[src/rtl/hdb3_encoder.sv]
`timescale 1ns/1ps
// hdb3_encoder
// Transmit-side HDB3 line encoder. One NRZ bit in and one ternary symbol
// out per enabled clock, with a fixed latency of four enabled cycles.
// Each run of four zeros becomes 000V or B00V so that the number of marks
// between violations is always odd. Mark polarity alternates.
//
// Ports
//   clk        system clock, rising edge
//   rst_n      asynchronous active-low reset
//   en         clock enable; every register holds while low
//   data_in    NRZ bit, sampled on a rising clk edge when en=1
//   hdb3_code  registered ternary output: 00 = zero, 01 = +1, 11 = -1
//
// Parameters
//   INIT_LAST_POS  reset value of the last-pulse polarity flag
//                  (0 = previous pulse taken as negative, so the first
//                  mark after reset is +1)
module hdb3_encoder #(
  parameter logic INIT_LAST_POS = 1'b0
) (
  input  logic       clk,
  input  logic       rst_n,
  input  logic       en,
  input  logic       data_in,
  output logic [1:0] hdb3_code
);

  localparam int PIPE_DEPTH = 4;

  typedef enum logic [1:0] {
    SYM_ZERO = 2'd0,
    SYM_ONE  = 2'd1,
    SYM_B    = 2'd2,
    SYM_V    = 2'd3
  } sym_t;

  localparam logic [1:0] CODE_ZERO = 2'b00;
  localparam logic [1:0] CODE_POS  = 2'b01;
  localparam logic [1:0] CODE_NEG  = 2'b11;

  // Stage A: zero counting and violation insertion
  sym_t       sym_in;
  logic [1:0] zcnt_reg, zcnt_next;
  logic       parity_reg, parity_next;   // 1 = odd number of marks since last V
  logic       insert_b;

  // Stage B: symbol pipe, index 0 is the newest entry
  sym_t       pipe_reg  [PIPE_DEPTH];
  sym_t       pipe_next [PIPE_DEPTH];

  // Stage C: polarity assignment
  logic       last_pos_reg, last_pos_next;
  logic [1:0] code_reg, code_next;

  // -------------------------------------------------------------------------
  // Stage A
  // -------------------------------------------------------------------------
  always_comb begin
    sym_in      = SYM_ZERO;
    zcnt_next   = zcnt_reg;
    parity_next = parity_reg;
    if (data_in) begin
      sym_in      = SYM_ONE;
      zcnt_next   = 2'd0;
      parity_next = ~parity_reg;
    end else if (zcnt_reg == 2'd3) begin
      // Fourth consecutive zero becomes the violation; parity restarts.
      sym_in      = SYM_V;
      zcnt_next   = 2'd0;
      parity_next = 1'b0;
    end else begin
      zcnt_next   = zcnt_reg + 2'd1;
    end
  end

  // An even mark count before this V means the run needs a balancing B.
  // The pre-update parity is used, so the V itself is never counted.
  assign insert_b = (sym_in == SYM_V) && !parity_reg;

  // -------------------------------------------------------------------------
  // Stage B: shift chain. When the V enters s0, s2 holds the first zero of
  // the same run, which is exactly the slot that must become B.
  // -------------------------------------------------------------------------
  genvar gi;
  generate
    for (gi = 0; gi < PIPE_DEPTH; gi++) begin : g_pipe
      if (gi == 0) begin : g_head
        assign pipe_next[gi] = sym_in;
      end else if (gi == PIPE_DEPTH - 1) begin : g_tail
        assign pipe_next[gi] = insert_b ? SYM_B : pipe_reg[gi-1];
      end else begin : g_mid
        assign pipe_next[gi] = pipe_reg[gi-1];
      end
    end
  endgenerate

  // -------------------------------------------------------------------------
  // Stage C: marks and B alternate polarity, V repeats the last polarity.
  // -------------------------------------------------------------------------
  always_comb begin
    code_next     = CODE_ZERO;
    last_pos_next = last_pos_reg;
    case (pipe_reg[PIPE_DEPTH-1])
      SYM_ONE, SYM_B: begin
        code_next     = last_pos_reg ? CODE_NEG : CODE_POS;
        last_pos_next = ~last_pos_reg;
      end
      SYM_V: begin
        code_next     = last_pos_reg ? CODE_POS : CODE_NEG;
      end
      default: begin
        code_next     = CODE_ZERO;
      end
    endcase
  end

  // -------------------------------------------------------------------------
  // State registers
  // -------------------------------------------------------------------------
  always_ff @(posedge clk or negedge rst_n) begin
    if (!rst_n) begin
      zcnt_reg     <= 2'd0;
      parity_reg   <= 1'b0;
      last_pos_reg <= INIT_LAST_POS;
      code_reg     <= CODE_ZERO;
      for (int i = 0; i < PIPE_DEPTH; i++) begin
        pipe_reg[i] <= SYM_ZERO;
      end
    end else if (en) begin
      zcnt_reg     <= zcnt_next;
      parity_reg   <= parity_next;
      last_pos_reg <= last_pos_next;
      code_reg     <= code_next;
      for (int i = 0; i < PIPE_DEPTH; i++) begin
        pipe_reg[i] <= pipe_next[i];
      end
    end
  end

  assign hdb3_code = code_reg;

endmodule

[config.mk]
export PLATFORM = sky130hd
export DESIGN_NAME = hdb3_encoder
export DESIGN_NICKNAME = d
export VERILOG_FILES = /design/src/rtl/hdb3_encoder.sv
export SDC_FILE = /design/constraint.sdc
export NUM_CORES = 1
export LEC_CHECK = 0
export CAP_MARGIN = 10
export CORE_MARGIN = 2
export CORE_UTILIZATION = 45
export CTS_BUF_LIST = sky130_fd_sc_hd__clkbuf_8
export DETAILED_ROUTE_END_ITERATION = 12
export PLACE_DENSITY = 0.66
export SLEW_MARGIN = 20
export SYNTH_ARGS = -nofsm -noshare
export SYNTH_HDL_FRONTEND = slang
export SYNTH_SLANG_ARGS = --single-unit
[constraint.sdc]
create_clock -name clk -period 1 [get_ports clk]
set_input_delay 0.25 -clock clk [delete_from_list [all_inputs] [get_ports clk]]
set_output_delay 0.25 -clock clk [all_outputs]
set_load 0.02 [all_outputs]
==> impl_metrics.toml, run 1 <==
[synth]
synth.most_common_cell = "dfrtp_1"
synth_top_family_by_area = "multiplexers"
synth_fa_ha_area_share_pct = 7.74
syn_nets = 60
mappedNetlistArea_um2 = 647
synth.area.top_cells = "dfrtp_1, ha_1, mux2_2"
seq_area_frac_synth_pct = 54.2
synth_enable_flop_cells = 0
ys_async_sr_fraction_pct = 100
synth_xor_area_share_pct = 1.35
synthMuxAreaShare_pct = 10.1
synth_compound_area_share_pct = 9.09
syn_avg_cell_area_um2 = 12.4
ys.flop_type = "dfrtp_1"
yosys-top-cells-count = "dfrtp_1, inv_1, ha_1, mux2_2, o21ai_0"
yosysWarnings = 0
ys_seq_elements = 14
synth_cell_types = 20
synth_cells = 52
synth-simple-area-share_pct = 8.70
synth_top_cell_by_area = "dfrtp_1"
yosysTopAreaCellShare_pct = 54.2

[pwr]
power_mw = 1.62
peakVddDrop_mv = 1.06
power_leakage_nw = 0.450
powerDensity_nw_per_um2 = 1740

[global_route]
grt_antenna_before_repair = 0
grt_pass1_vias = 450
grt_max_degree = 15
grt.overflow.total = 0
grt_pass1_wl_um = 2060
track_usage_pct = 16.8

[detailed_routing]
drt-total-wl_um = 1220
vias_per_cell = 4.94
detail_route.drc_violations = 0
drtAntennaViolNets = 0
wl_per_cell_um = 13.9
drtPass1Iterations = 4
drt_iter0_drc = 5
via_count = 435

[worst_setup_path]
reg2regPathDepth = 4
cp-start-kind = "flop"
cp.required_ns = 1.16
crit_arrival_ns = 1.19
cp_max_fo = 2
critPathKind = "flop to flop"
cp-end-kind = "flop"

[die]
core_area_um2 = 1320
start_util_pct = 49.1
die_x_um = 41.9
rows = 13
pin_count = 6
die_y_um = 41.9
die-area_um2 = 1760

[min_path]
hold_path.class = "primary input to async pin"

[cells_and_area]
n_antenna_cell = 0
syn_to_final_growth_pct = 43.9
multi_input_area_um2 = 274
fillers = 83
drive_gt1_share_pct = 45.2
final-instance-count-excl-fill = 88
stdcell_area_um2 = 931
seqCellArea_um2 = 350
nNetsFinal = 83

[timing]
period_needed_ns = 1.04
fin_skew_ns = 0.00271
tns_ns = -0.0980
fin_crit_sh_pct = 104
rsz0062_at_grt = "yes"
finalSetupViolations = 6
layout_setup_ws_ns = -0.0358
max_freq_mhz = 965
slew_headroom_pct = 83.3
worstMarginPinSlew_ns = 0.251
final-hold-violation-count = 0
slew_viol_final = 0

[clocking]
insertion_delay_ns = 0.24
cts_root_buffer = "clkbuf_8"
cts_buffers = 3
hold_buffers = 0
path_clk_slew_ns = 0.05
cts_num_sinks = 14
cts_buffer_depth = 2
htree_levels = 1
cts_tree = "yes"

[status]
outcome = "complete, but fails checks"
failed_checks = "negative setup slack"

[place]
dpl.hpwl_um = 729
io_buffers = 5
placed_cell_area_um2 = 779
dpl.cell_count = 79
gp_congestion = 0.702

[job]
drv_cap = 0
[placed cells by master (no fill, tap or decap)]
master / n
buf_4: 10
bufbuf_16: 1
o22a_1: 1
mux2i_1: 2
nand2_1: 2
dfrtp_1: 14
nand3b_1: 2
a22o_1: 1
o21ai_1: 1
ha_2: 3
clkbuf_8: 3
o22ai_1: 2
clkdlybuf4s50_1: 1
nor2b_1: 1
o21ai_2: 2
ha_4: 1
xnor2_1: 1
buf_12: 2
dlygate4sd2_1: 2
mux2_2: 4
inv_2: 2
nor3b_4: 1
inv_1: 5
nand2b_1: 2
buf_6: 4
or2b_1: 1
o21ai_0: 2
[critical path: stages (launching register included)]
cell and delay, ns:
dfrtp_1 0.37, inv_2 0.07, ha_4 0.14, or2b_1 0.23, o22ai_1 0.14
[kinds of logic after synthesis]
kind of cell / Yosys count
DFF: 14
xor gates and xnor gates: 1
muxes: 6
and+or+nand+nor: 9
AOI/OAI and AO/OA: 9
buffers and inverters: 9
adders and majority gates: 4
[stage by stage]
stage / hold WS [ns] / setup WS (ns) / util, %
final: 0.337 / -0.0358 / 70.7
after global routing: 0.347 / -0.0678 / 70.7
after CTS: 0.338 / -0.0368 / 68.8
after detailed placement: 0.487 / -0.378 / 59.2
after global placement: 0.482 / -0.355 / 59.2
after floorplan: -0.0456 / 0.00204 / -
[final timing paths]
kind,start,endpoint,slack (ns)
min in group clk,last_pos_reg,last_pos_reg,0.50
max,pipe_reg[0],hdb3_code[1],-0.04
max in group asynchronous,rst_n,zcnt_reg[1],0.55
min reg2reg,last_pos_reg,last_pos_reg,0.50
max reg2reg,pipe_reg[0],hdb3_code[1],-0.04
min,rst_n,hdb3_code[0],0.34
[final cells by class]
type | instances | share of cell area [%]
flip-flops and latches | 14 | 37.6
multi-input cells | 29 | 29.4
repair buffers | 20 | 23.7
clock buffers | 3 | 4.44
inverters | 7 | 2.82
well taps | 15 | 2.02
[timing repair]
action | in CTS | in global routing
gates resized for setup | 20 | 5
setup buffers | 3 | 2
gates cloned | 1 | 0
pin swaps | 7 | 1
setup endpoints to repair | 15 | 11
[report_power, final]
part | total (mW) | switching, mW | internal [mW] | leakage, nW
clock | 0.444 | 0.178 | 0.266 | 0.0216
combinational | 0.433 | 0.167 | 0.266 | 0.251
sequential | 0.743 | 0.0786 | 0.664 | 0.177
total | 1.62 | 0.423 | 1.20 | 0.450
[metal layers]
metal | vias up | wire length (um) | part of all wire (%) | GRT usage (%)
met5 | - | 0 | 0 | 0
met4 | 0 | 35 | 2.9 | 13.5
met3 | 5 | 47 | 3.9 | 4.78
met2 | 10 | 655 | 54 | 28.4
met1 | 204 | 482 | 40 | 16.9
li1 | 216 | - | - | -
No activity file was read; power rests on OpenSTA's default activity.
==> run 2, diff against run 1 <==
- PLACE_DENSITY: 0.66 -> 0.63
- clock period: 1 -> 1.3 ns (I/O delays scaled with it)
==> run 2 against run 1 <==
The run now ends clean; design area decreased by 15%; sequential share of layout area increased by 6.7 points; utilization decreased by 11 points; final cell count decreased by 8.0%; combinational power decreased by 51%; clock power decreased by 6.3%; register-to-register slack improved by 0.25 ns; power decreased by 27%; hold slack improved by 0.054 ns; via count decreased by 11%; first-iteration DRC count decreased by 40%; critical path type is now flop to output port; largest cell class unchanged; largest power group unchanged.
==> impl_metrics.toml, run 2 (synthesized netlist as in run 1, its figures left out) <==
[status]
outcome = "complete, no violations"

[pwr]
switching_share_pct = 24.5
power_leakage_nw = 0.387
switchingPower_mw = 0.291
p_int_mw = 0.895
powerDensity_nw_per_um2 = 1500
power_mw = 1.19
clock_power_share_pct = 35.1
peakVddDrop_mv = 0.856
seqPwrFrac_pct = 47.1
p_comb_share_pct = 17.8

[timing]
finalSetupViolations = 0
slew_viol_final = 0
final-hold-violation-count = 0
slew_headroom_pct = 82.6
period_needed_ns = 1.25
layout_setup_ws_ns = 0.0462
tns_ns = 0
max_freq_mhz = 798
rsz0062_at_grt = "no"
fin_skew_ns = 0.00368
holdWs_ns = 0.390
fin_crit_sh_pct = 96.4
worstMarginPinSlew_ns = 0.261

[clocking]
cts_num_sinks = 14
post-cts-setup-buffer-count = 0
insertion_delay_ns = 0.24
cts_buffers = 3
cts_buffer_depth = 2
hold_buffers = 0
path_clk_slew_ns = 0.06
htree_levels = 1
cts_root_buffer = "clkbuf_8"
cts_tree = "yes"

[cells_and_area]
n_antenna_cell = 0
final_common_cell = "dfrtp_1"
post-route-util_pct = 60.0
stdcell_area_um2 = 791
nNetsFinal = 75
final-instance-count-excl-fill = 81
final_cell_mix = "dfrtp_1, inv_1, buf_4"
drive_gt1_share_pct = 24.2
syn_to_final_growth_pct = 22.2
fillers = 105

[worst_setup_path]
cp-end-kind = "output port"
path_cells = "dlygate4sd2_1"
max_stage_delay_ns = 0.37
cp.required_ns = 0.98
crit_slowest_cell = "dfrtp_1"
critical_path_buf_inv_count = 1
cp_max_fo = 2
cpLargestDelayFamily = "flip-flops"
critPathKind = "flop to output port"
cp-start-kind = "flop"
crit_arrival_ns = 0.93

[detailed_routing]
met1_length_um = 422
wl_met3_um = 46
routed.top_layer = "met4"
drt-total-wl_um = 879
met2_length_um = 395
drtAntennaViolNets = 0
detail_route.drc_violations = 0
via_count = 389
wl_per_cell_um = 10.9
drtPass1Iterations = 3
vias_per_cell = 4.80
drt_iter0_drc = 3

[global_route]
grt_max_degree = 15
grt_pass1_wl_um = 1680
track_usage_pct = 13.7
grt_pass1_vias = 381
grt.overflow.total = 0
grt_antenna_before_repair = 0

[place]
io_buffers = 5
dpl.cell_count = 77
dp_slack_ns = -0.146
gp_congestion = 0.669
placed_cell_area_um2 = 737
dpl.hpwl_um = 646

[die]
core_area_um2 = 1320
start_util_pct = 49.1
die_y_um = 41.9
die-area_um2 = 1760
rows = 13
pin_count = 6
die_x_um = 41.9

[job]
drv_cap = 0

[min_path]
hold_path.class = "primary input to async pin"
run 2: area by class of cell:
cell class,instances,area (um2),share of cell area [%]
Clock buffer,4,55.1,6.96
Timing Repair Buffer,12,101,12.8
Sequential cell,14,350,44.3
Inverter,7,26.3,3.32
Tap cell,15,18.8,2.37
Multi-Input combinational cell,29,239,30.2
run 2: routing by layer:
layer	global-route usage, %	up-vias
met4	9.68	0
li1	-	198
met2	18.4	9
met1	16.8	180
met5	0	-
met3	6.96	2
run 2: worst register-to-register path, cell delays in order, from the launching register on:
cell	delay, ns
dfrtp_1	0.38
ha_1	0.19
nor3b_1	0.26
o22ai_1	0.13
run 2: worst paths after layout:
path | slack (ns) | end | startpoint | depth (start not counted)
min in group clk | 0.49 | last_pos_reg | last_pos_reg | 1
min reg2reg | 0.49 | last_pos_reg | last_pos_reg | 1
max in group asynchronous | 0.74 | pipe_reg[2] | rst_n | 2
max | 0.05 | hdb3_code[0] | hdb3_code[0] | 1
max reg2reg | 0.21 | pipe_reg[0] | zcnt_reg[0] | 3
min | 0.39 | hdb3_code[1] | rst_n | 2
run 2: timing repair:
| action | 4_1_cts | 5_1_grt |
|---|---|---|
| cloned | 0 | 0 |
| resized for setup | 2 | 1 |
| endpoints found under the setup margin | 2 | 1 |
run 2: power by group through the flow:
stage	registers (mW)	clock network (mW)	logic (mW)
finish	0.559	0.416	0.211
global route	0.573	0.460	0.237
CTS	0.560	0.432	0.213
detailed placement	0.568	0	0.223
global placement	0.564	0	0.226
floorplan	0.576	0	0.132
